**config.mk**
```make
export PLATFORM = sky130hd
export DESIGN_NAME = b_minus_2a_seq
export DESIGN_NICKNAME = d
export VERILOG_FILES = /design/src/rtl/b_minus_2a_pkg.sv /design/src/rtl/b_minus_2a_seq_adder.sv /design/src/rtl/b_minus_2a.sv
export SDC_FILE = /design/constraint.sdc
export NUM_CORES = 1
export LEC_CHECK = 0
export CAP_MARGIN = 40
export CORE_ASPECT_RATIO = 0.75
export CORE_UTILIZATION = 46
export DETAILED_ROUTE_END_ITERATION = 10
export MAX_ROUTING_LAYER = met4
export PLACE_DENSITY = 0.77
export SETUP_SLACK_MARGIN = 0.15
export SYNTH_ARGS = -nofsm -noshare
export SYNTH_HDL_FRONTEND = slang
export SYNTH_SLANG_ARGS = --single-unit
```
**constraint.sdc**
```tcl
create_clock -name clk -period 3.45 [get_ports clk]
set_input_delay 0.69 -clock clk [delete_from_list [all_inputs] [get_ports clk]]
set_output_delay 0.69 -clock clk [all_outputs]
set_load 0.005 [all_outputs]
```
**src/rtl/b_minus_2a_pkg.sv**
```systemverilog
// Shared definitions for the b_minus_2a_seq block: FSM state encoding and
// the default operand width.
package b_minus_2a_pkg;

  localparam int DEFAULT_WIDTH = 16;

  // IDLE: waiting for a request; DBL: t = a + a; SUB: b + ~t + 1; RESP: result offered
  typedef enum logic [1:0] {
    IDLE = 2'd0,
    DBL  = 2'd1,
    SUB  = 2'd2,
    RESP = 2'd3
  } state_t;

endpackage

```
**src/rtl/b_minus_2a_seq_adder.sv**
```systemverilog
// seq_adder: plain WIDTH-bit adder with carry in and carry out. The only
// arithmetic resource of b_minus_2a_seq; it is reused for both steps.
module seq_adder #(
  parameter int WIDTH = 16
) (
  input  logic [WIDTH-1:0] i_a,
  input  logic [WIDTH-1:0] i_b,
  input  logic             i_cin,
  output logic [WIDTH-1:0] o_sum,
  output logic             o_cout
);

  // Extend by one bit so the carry-out falls out of the same addition
  assign {o_cout, o_sum} = {1'b0, i_a} + {1'b0, i_b} + {{WIDTH{1'b0}}, i_cin};

endmodule

```
**src/rtl/b_minus_2a.sv**
```systemverilog
// b_minus_2a_seq: two-requester, round-robin arbitrated unit computing
// (b - 2*a) mod 2^WIDTH on one shared adder over two cycles (DBL, SUB).
//
// Handshake rule (all three channels): a transfer happens on a rising clk
// edge where valid and ready are both high; a response, once valid, keeps
// rsp_id/rsp_o/rsp_cout stable until it is taken.
//
// Optional feature: define B_MINUS_2A_OVF_FLAG_EN to add rsp_ovf, the
// carry-out of the doubling step (2a did not fit in WIDTH bits).
//
// dbg_state exposes the FSM state for checkers.
module b_minus_2a_seq
  import b_minus_2a_pkg::*;
#(
  parameter int WIDTH = DEFAULT_WIDTH
) (
  input  logic             clk,
  input  logic             rst,
  input  logic             req0_valid,
  output logic             req0_ready,
  input  logic [WIDTH-1:0] req0_a,
  input  logic [WIDTH-1:0] req0_b,
  input  logic             req1_valid,
  output logic             req1_ready,
  input  logic [WIDTH-1:0] req1_a,
  input  logic [WIDTH-1:0] req1_b,
  output logic             rsp_valid,
  input  logic             rsp_ready,
  output logic             rsp_id,
  output logic [WIDTH-1:0] rsp_o,
  output logic             rsp_cout,
  output logic             busy,
`ifdef B_MINUS_2A_OVF_FLAG_EN
  output logic             rsp_ovf,
`endif
  output logic [1:0]       dbg_state
);

  state_t           r_state;
  logic             r_ptr;
  logic             r_id;
  logic [WIDTH-1:0] r_a;
  logic [WIDTH-1:0] r_b;
  logic [WIDTH-1:0] r_t;
  logic [WIDTH-1:0] r_rsp_o;
  logic             r_rsp_cout;
  logic             r_rsp_id;
`ifdef B_MINUS_2A_OVF_FLAG_EN
  logic             r_t_cout;
  logic             r_rsp_ovf;
`endif

  logic             w_idle;
  logic             w_any_valid;
  logic             w_gnt_id;
  logic             w_accept;
  logic [WIDTH-1:0] w_add_a;
  logic [WIDTH-1:0] w_add_b;
  logic             w_add_cin;
  logic [WIDTH-1:0] w_sum;
  logic             w_cout;

  // Grant: sole valid requester wins; on contention the priority pointer decides
  assign w_idle      = (r_state == IDLE);
  assign w_any_valid = req0_valid | req1_valid;
  assign w_gnt_id    = (req0_valid & req1_valid) ? r_ptr : req1_valid;
  assign w_accept    = w_idle & ~rst & w_any_valid;
  assign req0_ready  = w_accept & ~w_gnt_id;
  assign req1_ready  = w_accept &  w_gnt_id;

  assign rsp_valid = (r_state == RESP);
  assign busy      = ~w_idle;
  assign rsp_o     = r_rsp_o;
  assign rsp_cout  = r_rsp_cout;
  assign rsp_id    = r_rsp_id;
  assign dbg_state = r_state;
`ifdef B_MINUS_2A_OVF_FLAG_EN
  assign rsp_ovf   = r_rsp_ovf;
`endif

  // Steer the shared adder: a + a in DBL, b + ~t + 1 in SUB, idle otherwise
  always_comb begin
    w_add_a   = '0;
    w_add_b   = '0;
    w_add_cin = 1'b0;
    case (r_state)
      DBL: begin
        w_add_a = r_a;
        w_add_b = r_a;
      end
      SUB: begin
        w_add_a   = r_b;
        w_add_b   = ~r_t;
        w_add_cin = 1'b1;
      end
      default: ;
    endcase
  end

  seq_adder #(.WIDTH(WIDTH)) u_adder (
    .i_a   (w_add_a),
    .i_b   (w_add_b),
    .i_cin (w_add_cin),
    .o_sum (w_sum),
    .o_cout(w_cout)
  );

  // Control FSM plus operand, intermediate and response registers
  always_ff @(posedge clk) begin
    if (rst) begin
      r_state    <= IDLE;
      r_ptr      <= 1'b0;
      r_id       <= 1'b0;
      r_a        <= '0;
      r_b        <= '0;
      r_t        <= '0;
      r_rsp_o    <= '0;
      r_rsp_cout <= 1'b0;
      r_rsp_id   <= 1'b0;
`ifdef B_MINUS_2A_OVF_FLAG_EN
      r_t_cout   <= 1'b0;
      r_rsp_ovf  <= 1'b0;
`endif
    end else begin
      case (r_state)
        IDLE: begin
          if (w_accept) begin
            r_a     <= w_gnt_id ? req1_a : req0_a;
            r_b     <= w_gnt_id ? req1_b : req0_b;
            r_id    <= w_gnt_id;
            r_ptr   <= ~w_gnt_id;
            r_state <= DBL;
          end
        end
        DBL: begin
          r_t      <= w_sum;
`ifdef B_MINUS_2A_OVF_FLAG_EN
          r_t_cout <= w_cout;
`endif
          r_state  <= SUB;
        end
        SUB: begin
          r_rsp_o    <= w_sum;
          r_rsp_cout <= w_cout;
          r_rsp_id   <= r_id;
`ifdef B_MINUS_2A_OVF_FLAG_EN
          r_rsp_ovf  <= r_t_cout;
`endif
          r_state    <= RESP;
        end
        RESP: begin
          if (rsp_ready) r_state <= IDLE;
        end
        default: r_state <= IDLE;
      endcase
    end
  end

endmodule

```
==> out/metrics.cfg, run 1 <==
[power]
p_leak_nw=2.34
powerDensity_nw_per_um2=701
ir_drop_mv=0.406

[clock_tree]
cts.clk_slew.worst_paths_ns=0.06
cts_tree=yes
cts.sinks=70
hold_buffers=0
h-tree-depth=3
clock_latency_ns=0.33
cts_inserted_buffers=9
cts_root_buf=clkbuf_16
clk_path_buf_depth=2

[worst_setup_path]
start_kind=flip-flop
path_max_fanout=5
r2r-end=r_t[14]
reg2reg_depth=13
reg2reg_slack_ns=0.19
critical_path_arrival_ns=3.50
worstSetupPathType=flip-flop to flip-flop
end_kind=flip-flop
r2r_start=dbg_state[0]
required_ns=3.69

[place]
dpl.hpwl_mm=7.32
placed_cells=686
portBuffers=92
gp_congestion=0.852

[min_path]
hp-class=flip-flop to flip-flop
worstHoldEndpoint=rsp_o[9]
min-delay-start=rsp_o[9]
holdPathStages=2

[timing]
finalClockSkew_ns=0.00279
tns_ns=0
drv_slew=0
finalHoldViolCount=0
relSlewSlack=0.597
finalSetupViolCount=0
tightest_slew_ns=0.598
rsz0062_at_grt=true
post-route-period-util=0.944
max_freq_mhz=307
period_needed_ns=3.26

[detailed_routing]
drc=0
post_drt_via_cell_ratio=5.54
firstDrtPassIters=4
drtIter0Drc=114
wl_per_cell_um=14.5
routed_wl_mm=10.3
drtAntennaViolNets=0
vias=3928

[final_layout]
num-fill-cells=790
diodes=0
final_layout_size_suffix_gt1_frac=0.106
final_nets=684
final_cells=709
syn_to_final_growth_pct=34.8

[synthesis]
synthesis.area_um2=4260
async_flop_share=0
ys.flop_type=dfxtp_1
synthesis.instances=505
syn_avg_cell_area_um2=8.44
synth.net_count=597
ys_warn_count=0
ys_seq_elements=70
ys_seq_area_frac=0.329
synth_edf_count=0
synth_cell_types=50

[floorplan]
fp.dieArea_um2=9660
rows=30
io_pins=93
die_y_um=85.4
coreArea_um2=9010
start_util=0.473
fp.dieW_um=113

[global_routing]
overflow=0
grt_pass1_wl_mm=17.3
antenna_found_initial=0
grt_use_total=0.231
grt_pass1_vias=3866
grt_max_degree=66

[outcome]
status=finished, final reports clean

[flow_run]
maxCapViolCount=0

-- layout make-up --
| cell class | instances | area [um^2] | share of cell area |
|---|---|---|---|
| clock buffers | 12 | 256 | 0.0446 |
| clock inverters | 4 | 45.0 | 0.00784 |
| inverters | 8 | 37.5 | 0.00653 |
| multi-input cells | 390 | 2760 | 0.480 |
| flip-flops and latches | 70 | 1410 | 0.245 |
| well taps | 112 | 140 | 0.0244 |
| repair buffers | 113 | 1100 | 0.191 |
-- stage by stage --
step / utilization / setup slack [ns] / hold slack [ns] / power (mW) / cell area, um^2
after global routing: 0.638 / 0.0560 / 0.484 / 4.33 / 5750
after global placement: 0.592 / 0.138 / 0.452 / 2.96 / 5330
after detailed placement: 0.592 / 0.0510 / 0.461 / 3.02 / 5330
final: 0.638 / 0.192 / 0.471 / 4.03 / 5750
after CTS: 0.627 / 0.175 / 0.474 / 3.98 / 5650
after floorplan: - / 0.158 / 0.441 / 2.51 / 4340
-- cell usage after synthesis, types with 2 or more instances --
cell,count,area share
dfxtp_1,70,0.33
nor2_1,66,0.058
mux2i_1,50,0.12
nand2_1,43,0.038
a211oi_1,41,0.072
a21boi_0,32,0.056
clkbuf_1,25,0.022
ha_1,22,0.065
nand2b_1,22,0.032
a21oi_1,16,0.019
o21ai_0,13,0.015
a21o_1,8,0.014
inv_1,8,0.0070
nor3b_1,7,0.012
or2b_1,7,0.012
buf_1,6,0.0053
xnor2_1,6,0.012
buf_2,5,0.0059
nand3_1,5,0.0059
o22ai_1,5,0.0073
nor3_1,4,0.0047
or4_1,4,0.0070
a31oi_1,3,0.0044
and2_1,3,0.0044
o311ai_1,3,0.0062
a31o_2,2,0.0041
and3_4,2,0.0053
nand3b_1,2,0.0035
o221ai_1,2,0.0041
o31ai_1,2,0.0035
or2_2,2,0.0029
-- routing by layer --
layer	routed length [um]	GRT usage	vias to the layer above	share of wire
li1	-	-	1980	-
met1	4590	0.265	1857	0.45
met2	5140	0.405	78	0.50
met3	394	0.0500	13	0.038
met4	142	0.0658	0	0.014
met5	0	-	-	0
-- state kept, by name (all words and copies together), names as in the netlist --
| register | flops |
|---|---|
| r_t | 16 |
| rsp_id | 1 |
| r_a | 16 |
| r_id | 1 |
| r_b | 16 |
| rsp_o | 16 |
| r_ptr | 1 |
| rsp_cout | 1 |
| dbg_state | 2 |
-- power breakdown --
part           internal [mW]  switching [mW]  leakage, nW
logic                  0.896            1.01         1.61
clock network          0.595           0.339        0.152
registers               1.05           0.147        0.576
total                   2.54            1.49         2.34
-- how the worst max path moves through the flow --
stage                           end  slack, ns  cells past startpoint          from
after global placement    rsp_o[14]       0.14                     13  dbg_state[0]
after detailed placement    r_t[14]       0.05                     13  dbg_state[0]
after CTS                   r_t[14]       0.17                     13  dbg_state[0]
final                       r_t[14]       0.19                     13  dbg_state[0]
after floorplan             r_t[14]       0.16                     15  dbg_state[1]
after global routing        r_t[14]       0.06                     13  dbg_state[0]
-- kinds of logic after synthesis --
kind of cell	after synthesis	share of synthesized area
and+or+nand+nor	174	0.198
muxes	50	0.117
xor gates and xnor gates	7	0.0144
DFF	70	0.329
buffers and inverters	45	0.0420
adders and majority gates	23	0.0693
AOI/OAI and AO/OA	136	0.230
-- timing repair --
| item | CTS | global route |
|---|---|---|
| pin swaps | 3 | 4 |
| cloned | 0 | 0 |
| buffers inserted | 2 | 5 |
| endpoints found under the setup margin | 4 | 13 |
| gates resized for setup | 1 | 12 |
-- placed cells by master (no fill, tap or decap), types with 2 or more instances in the layout --
cell and instances:
nand2b_1 22, clkdlybuf4s50_1 91, a211oi_1 41, clkbuf_16 9, buf_4 18, ha_1 19
or4_1 4, or2b_1 7, dfxtp_1 68, a21boi_2 2, o22ai_1 5, dfxtp_4 2
or2_2 2, nand3b_1 2, nor3b_1 7, a21boi_0 29, ha_4 3, o31ai_1 2
xnor2_1 6, o221ai_1 2, nand2_1 43, inv_1 6, and2_1 3, clkinv_2 3
o21ai_0 12, o311ai_1 2, a21oi_2 2, nor2_1 65, nand3_1 5, clkbuf_8 2
a21oi_1 15, and3_4 2, a31o_2 2, a31oi_1 3, a21o_1 8, mux2i_1 50
nor3_1 4
-- critical path, stage by stage (launching register included) --
cell	delay (ns)
dfxtp_4	0.38
inv_6	0.05
buf_12	0.12
ha_4	0.22
a21boi_2	0.15
ha_1	0.30
a21o_1	0.19
fa_2	0.38
a21o_1	0.19
a221o_1	0.37
a22oi_2	0.19
a21oi_2	0.12
or4_1	0.44
o311ai_2	0.08
Note: power is estimated with default switching activity, not from simulation.
==> run 2, diff against run 1 <==
--- a/config.mk
+++ b/config.mk
@@ -7,6 +7,7 @@
 export LEC_CHECK = 0
 export CAP_MARGIN = 40
 export CORE_ASPECT_RATIO = 0.75
+export CORE_MARGIN = 2
 export CORE_UTILIZATION = 46
 export DETAILED_ROUTE_END_ITERATION = 10
 export MAX_ROUTING_LAYER = met4
==> run 2 against run 1 <==
Compared with the run above:
- hold slack got worse by 0.0012 ns
- count of clock-buffer cells in the layout did not move
- largest cell class unchanged
- routed wire length grew 0.55%
- setup slack got worse by 0.11 ns
- critical endpoint unchanged
- flip-flop and latch count stayed put
==> out/metrics.cfg, run 2 (synthesis gave the netlist of run 1 again) <==
[worst_setup_path]
path_max_fanout=5  ; unchanged
start_kind=flip-flop  ; unchanged
worstSetupPathType=flip-flop to flip-flop  ; unchanged
critical_path_arrival_ns=3.60  ; was 3.50 ns
end_kind=flip-flop  ; unchanged
required_ns=3.69  ; about the same

[detailed_routing]
drtAntennaViolNets=0  ; unchanged
routed_wl_mm=10.3  ; about the same
drtIter0Drc=237  ; was 114
wl_per_cell_um=14.6  ; was 14.5 um
firstDrtPassIters=4  ; unchanged
drc=0  ; unchanged
vias=3883  ; was 3928
post_drt_via_cell_ratio=5.48  ; was 5.54

[power]
comb_power_share=0.466  ; was 0.472
sequentialPowerShare=0.292  ; was 0.296
powerDensity_nw_per_um2=709  ; was 701 nW/um^2
design_power_total_mw=4.08  ; was 4.03 mW
internal-power_mw=2.59  ; was 2.54 mW
p_sw_frac=0.366  ; was 0.371
p_leak_nw=2.34  ; about the same
clock_power_share=0.242  ; was 0.232
ir_drop_mv=0.391  ; was 0.406 mV
netSwitchingPower_mw=1.49  ; about the same

[clock_tree]
cts_root_buf=clkbuf_16  ; unchanged
hold_buffers=0  ; unchanged
cts_inserted_buffers=9  ; unchanged
cts.clk_slew.worst_paths_ns=0.06  ; about the same
h-tree-depth=3  ; unchanged
clk_path_buf_depth=2  ; unchanged
clock_latency_ns=0.33  ; about the same
cts_tree=yes  ; unchanged
cts.sinks=70  ; unchanged

[min_path]
hp-class=flip-flop to flip-flop  ; unchanged

[floorplan]
start_util=0.473  ; unchanged
fp.dieArea_um2=10100  ; was 9660 um^2
io_pins=93  ; unchanged
rows=30  ; unchanged
fp.dieW_um=115  ; was 113 um
coreArea_um2=9010  ; unchanged
die_y_um=87.4  ; was 85.4 um

[timing]
setup_ws_ns=0.0849  ; was 0.192 ns
finalSetupViolCount=0  ; unchanged
post-route-period-util=0.975  ; was 0.944
relSlewSlack=0.440  ; was 0.597
finalClockSkew_ns=0.00451  ; was 0.00279 ns
finalHoldViolCount=0  ; unchanged
tns_ns=0  ; unchanged
period_needed_ns=3.37  ; was 3.26 ns
max_freq_mhz=297  ; was 307 MHz
whs_ns=0.470  ; was 0.471 ns
tightest_slew_ns=0.840  ; was 0.598 ns
rsz0062_at_grt=true  ; unchanged
drv_slew=0  ; unchanged

[place]
dpl.hpwl_mm=7.31  ; was 7.32 mm
dp_slack_ns=-0.0269  ; was 0.0510 ns
portBuffers=92  ; unchanged
gp_congestion=0.885  ; was 0.852

[global_routing]
grt_max_degree=86  ; was 66
antenna_found_initial=0  ; unchanged
grt_use_total=0.222  ; was 0.231
grt_pass1_vias=3744  ; was 3866
grt_pass1_wl_mm=17.1  ; was 17.3 mm
overflow=0  ; unchanged

[final_layout]
final_layout_size_suffix_gt1_frac=0.106  ; unchanged
diodes=0  ; unchanged
final_nets=684  ; unchanged
final_common_cell=clkdlybuf4s50_1  ; unchanged
final_cell_mix=91 x clkdlybuf4s50_1, 68 x dfxtp_1, 65 x nor2_1  ; unchanged
syn_to_final_growth_pct=35.1  ; was 34.8%
post-route-util=0.639  ; was 0.638

[flow_run]
maxCapViolCount=0  ; unchanged

[outcome]
status=finished, final reports clean  ; unchanged

[run 2: path summary, 6_finish.rpt]
kind,from,endpoint,slack (ns),depth (start not counted)
setup / recovery,dbg_state[0],r_t[14],0.08,13
hold / removal,rsp_o[7],rsp_o[7],0.47,2
setup reg to reg,dbg_state[0],r_t[14],0.08,13
hold reg to reg,rsp_o[7],rsp_o[7],0.47,2
[run 2: stage by stage]
step           cells  cell area (um^2)
6_report         709              5760
5_1_grt          709              5760
4_1_cts          703              5660
3_5_place_dp     685              5320
3_3_place_gp     685              5320
2_1_floorplan    505              4340
[run 2: power groups by stage]
| stage | logic, mW | registers [mW] | clock network [mW] |
|---|---|---|---|
| 2_1_floorplan | 1.35 | 1.16 | 0 |
| 3_3_place_gp | 1.77 | 1.19 | 0 |
| 3_5_place_dp | 1.82 | 1.20 | 0 |
| 4_1_cts | 1.85 | 1.19 | 0.996 |
| 5_1_grt | 2.12 | 1.21 | 1.04 |
| 6_report | 1.90 | 1.19 | 0.988 |
[run 2: timing repair]
item,CTS,global route
endpoints found under the setup margin,4,14
buffers inserted,2,6
gates resized for setup,2,14
pin swaps,4,11
[run 2: layer usage]
metal / GRT usage / wire length, um / up-vias / share of wire
li1: - / - / 1980 / -
met2: 0.375 / 5030 / 96 / 0.49
met1: 0.260 / 4700 / 1794 / 0.46
met4: 0.0734 / 163 / 0 / 0.016
met5: - / 0 / - / 0
met3: 0.0536 / 423 / 13 / 0.041
[run 2: final cells by class]
type	instances	area, um^2
inverter	8	37.5
timing repair buffer	113	1090
multi-input combinational	390	2760
clock buffer	12	246
fill	759	3250
clock inverter	4	70.1
sequential	70	1410
tap	112	140
[run 2: critical path, cell delays in order (launching register included)]
cell and delay, ns:
dfxtp_4 0.37, inv_6 0.08, ha_4 0.13, or2b_1 0.23, a21boi_2 0.13, ha_1 0.25, a21o_1 0.20, fa_2 0.40
a21o_1 0.18, a221o_1 0.38, a22oi_2 0.21, a21oi_2 0.11, or4_1 0.51, o311ai_1 0.08
==> variant 1, RTL diff (flow settings as in run 1) <==
Set the package constant `DEFAULT_WIDTH` to 18 (it was 16).
--- a/src/rtl/b_minus_2a_pkg.sv
+++ b/src/rtl/b_minus_2a_pkg.sv
@@ -2,7 +2,7 @@
 // the default operand width.
 package b_minus_2a_pkg;
 
-  localparam int DEFAULT_WIDTH = 16;
+  localparam int DEFAULT_WIDTH = 18;
 
   // IDLE: waiting for a request; DBL: t = a + a; SUB: b + ~t + 1; RESP: result offered
   typedef enum logic [1:0] {
Interface: changed (5 resized); port bits go from 93 to 103. The function was not compared with the original's and may differ.
==> variant 1 against run 1 <==
Combinational power increased by 6%; setup slack gained 0.15 ns; worst hold slack gained 0.0076 ns; final area rose by 8.9%; wire length up 23%; non-clock buffer count is 1 higher; synthesized area rose by 12%; total power grew 8.2%; sequential cell count increased by 8; critical path type unchanged.
==> variant 1: results (changes against run 1) <==
| Metric | Value |
|---|---|
| Outcome | finished clean (unchanged) |
| Sum of met2 wire segment lengths after detailed routing | 5852 µm (was 5140 µm) |
| Met1 layer wirelength in the final routing | 5992 µm (was 4591 µm) |
| XOR/XNOR Fraction of Synth Area | 1.648% (was 1.438%) |
| Synth Area in Adders | 6.696% (was 6.927%) |
| Share of final-layout standard cells stronger than drive strength 1 | 7.727% (was 10.55%) |
| Peak supply drop | 326.2 µV (was 406.2 µV) |
| Static leakage | 2.437 nW (was 2.342 nW) |
| GR Util met2 | 40.37% (was 40.55%) |
| Most area-consuming cells after synthesis | sky130_fd_sc_hd__dfxtp_1 (33%), sky130_fd_sc_hd__mux2i_1 (11%), sky130_fd_sc_hd__a211oi_1 (6.7%) (was sky130_fd_sc_hd__dfxtp_1 (33%), sky130_fd_sc_hd__mux2i_1 (12%), sky130_fd_sc_hd__a211oi_1 (7.2%)) |
| Cell family with most CP delay | adder cells (was compound AO/OA/AOI/OAI gates) |
| Wire length of the first global-routing pass | 20830 µm (was 17320 µm) |
| Met1 GRT Util | 32.13% (was 26.47%) |
| Slowest stage delay, CP | 0.41 ns (was 0.44 ns) |
| R2R Setup Slk | 0.34 ns (was 0.19 ns) |
| Vias in the first global route | 4309 (was 3866) |
| Worst-case headroom to the max-slew limit | 48.63% (was 59.72%) |
| Complex-gate fraction of the synthesized area | 23.41% (was 22.98%) |
| Total track usage | 24.85% (was 23.07%) |
| Arrival time at the worst endpoint | 3.30 ns (was 3.50 ns) |
| Total number of vias | 4488 (was 3928) |
| Cell variety after synth | 61 (was 50) |
| Hold Path End | r_t[8] (was rsp_o[9]) |
| Most used standard cells in the synthesized netlist | sky130_fd_sc_hd__dfxtp_1 (78), sky130_fd_sc_hd__nor2_1 (68), sky130_fd_sc_hd__nand2_1 (61) (was sky130_fd_sc_hd__dfxtp_1 (70), sky130_fd_sc_hd__nor2_1 (66), sky130_fd_sc_hd__mux2i_1 (50)) |
| Number of buffer cells added on primary ports | 102 (was 92) |
| Maximum number of pins on one net before global-route repair | 74 (was 66) |
| NumNets Final | 758 (was 684) |
| Worst slack at placement | 0.06037 ns (was 0.05104 ns) |
| Net count of the mapped netlist | 679 (was 597) |
| Met3 Usage GRT | 4.987% (was 5.000%) |
| Multiplexer share of the synthesized area | 10.67% (was 11.74%) |
| Highest fanout seen on the critical path | 6 (was 5) |
| Time the final worst path needs with I/O delays and setup | 3.107 ns (was 3.258 ns) |
variant 1: cell types whose count changed after synthesis, sizes merged, moves of 4 or more:
cell	run 1	this run
nand2	43	61
dfxtp	70	78
clkbuf	25	32
or2b	7	0
nand4	0	6
a21boi	32	37
a21oi	17	22
nor3b	7	2
nand3	5	9
nor3	4	8
nor4	1	5
variant 1: timing repair:
action                                 CTS  global route
buffers inserted                         1             0
endpoints found under the hold margin    0             0
pin swaps                                2             3
gates resized for setup                  4            10
setup endpoints to repair                6            20
variant 1: stage by stage:
step | cell area [µm²] | utilization (%) | hold WS (ns) | total power [mW] | instances
2_1_floorplan | 4786 | - | 0.4453 | 2.679 | 577
3_3_place_gp | 5874 | 59.39 | 0.4572 | 3.223 | 776
3_5_place_dp | 5874 | 59.39 | 0.4656 | 3.281 | 776
4_1_cts | 6223 | 62.92 | 0.4736 | 4.325 | 792
5_1_grt | 6256 | 63.25 | 0.5044 | 4.647 | 792
6_report | 6256 | 63.25 | 0.4784 | 4.360 | 792
variant 1: logic make-up after synthesis:
family,Yosys count
adders and majority gates,25
xor gates and xnor gates,9
and+or+nand+nor,202
DFF,78
buffers and inverters,58
muxes,51
AOI/OAI and AO/OA,154
variant 1: layout make-up:
cell class | instances | area share (%)
clock buffers | 11 | 4.040
multi-input cells | 441 | 48.70
repair buffers | 114 | 17.80
flip-flops and latches | 78 | 24.98
clock inverters | 4 | 1.120
inverters | 12 | 0.7200
well taps | 132 | 2.640
variant 1: report_power, final:
group / switching, mW / total, mW / internal, mW
Clock: 0.364 / 1.03 / 0.666
Combinational: 1.14 / 2.02 / 0.879
Sequential: 0.157 / 1.31 / 1.16
Total: 1.66 / 4.36 / 2.70
==> variant 2, RTL diff (flow settings as in run 1) <==
Without the edit above. Register the output `dbg_state` once more, without a reset; this adds one clock of latency there. The other outputs are not delayed to match.
--- a/src/rtl/b_minus_2a.sv
+++ b/src/rtl/b_minus_2a.sv
@@ -73,7 +73,9 @@
   assign rsp_o     = r_rsp_o;
   assign rsp_cout  = r_rsp_cout;
   assign rsp_id    = r_rsp_id;
-  assign dbg_state = r_state;
+  always_ff @(posedge clk) begin
+    dbg_state <= r_state;
+  end
 `ifdef B_MINUS_2A_OVF_FLAG_EN
   assign rsp_ovf   = r_rsp_ovf;
 `endif
Formal check against the unedited RTL: not equivalent (a bounded check fails within 4 cycles, from zero or initial values and one cycle with rst high).
==> variant 2 against run 1 <==
Total power barely moved; synthesized area is 0.94% higher; setup slack worse by 0.093 ns; final area grew 1.9%; core utilization increased by 0.92 points; sequential cell count grew 2; wire length up 1.4%; first-iteration DRC count is 34% higher; critical path type unchanged; largest cell class unchanged; largest power group unchanged.
==> variant 2: results (changes against run 1) <==
| Metric | Value |
|---|---|
| Proportion of netlist area held by the largest area contributor | 33.50% (was 32.87%) |
| Total number of vias | 3877 (was 3928) |
| Dpl hpwl | 7518 µm (was 7317 µm) |
| Cell count after synthesis | 507 (was 505) |
| Highest fanout seen on the critical path | 4 (was 5) |
| Arrival time at the worst endpoint | 3.59 ns (was 3.50 ns) |
| XOR/XNOR Fraction of Synth Area | 1.425% (was 1.438%) |
| Peak supply drop | 418.9 µV (was 406.2 µV) |
| DRC violation total after the first TritonRoute iteration | 153 (was 114) |
| Net count of the mapped netlist | 599 (was 597) |
| Worst-case clock skew | 0.005495 ns (was 0.002787 ns) |
| Filler cell count | 772 (was 790) |
| Most used standard cells in the synthesized netlist | sky130_fd_sc_hd__dfxtp_1 (72), sky130_fd_sc_hd__nor2_1 (66), sky130_fd_sc_hd__mux2i_1 (50) (was sky130_fd_sc_hd__dfxtp_1 (70), sky130_fd_sc_hd__nor2_1 (66), sky130_fd_sc_hd__mux2i_1 (50)) |
| Instance count along the most critical hold path | 0 (was 2) |
| Actual transition at the worst max-transition pin | 0.8575 ns (was 0.5979 ns) |
| R2R Setup Slk | 0.1 ns (was 0.19 ns) |
| Maximum number of pins on one net before global-route repair | 86 (was 66) |
| Final core utilization | 64.70% (was 63.78%) |
| Outcome | finished clean (unchanged) |
| Wire length of the first global-routing pass | 17620 µm (was 17320 µm) |
| Worst slack at placement | -0.1189 ns (was 0.05104 ns) |
| Area post-placement | 5404 µm² (was 5331 µm²) |
| Complex-gate fraction of the synthesized area | 22.77% (was 22.98%) |
| Synth Area in Adders | 6.862% (was 6.927%) |
| Most area-consuming cells after synthesis | sky130_fd_sc_hd__dfxtp_1 (33%), sky130_fd_sc_hd__mux2i_1 (12%), sky130_fd_sc_hd__a211oi_1 (7.2%) (unchanged) |
| Power attributed to the clock group | 0.874 mW (was 0.934 mW) |
## variant 2: per-layer routing
metal / vias up / track usage (%) / wire length [µm]
met5: - / - / 0
met4: 0 / 7.057 / 143
met3: 14 / 6.290 / 399
met2: 82 / 40.19 / 5278
met1: 1794 / 26.88 / 4591
li1: 1987 / - / -
## variant 2: cell type report
type	count	area share, %
flip-flops and latches	72	24.75
clock buffers	15	4.746
repair buffers	113	18.90
well taps	128	2.736
inverters	8	0.5985
multi-input cells	390	48.27
## variant 2: how the worst max path moves through the flow
| stage | end | startpoint | cells past startpoint | slack [ns] |
|---|---|---|---|---|
| final | r_t[14] | r_state[0] | 13 | 0.1 |
| after global routing | r_t[14] | r_state[0] | 13 | -0.07 |
| after global placement | r_t[14] | r_state[0] | 13 | 0.06 |
| after CTS | r_t[14] | r_state[0] | 13 | 0.08 |
| after floorplan | r_t[14] | r_state[1] | 15 | 0.07 |
| after detailed placement | r_t[14] | r_state[0] | 13 | -0.12 |
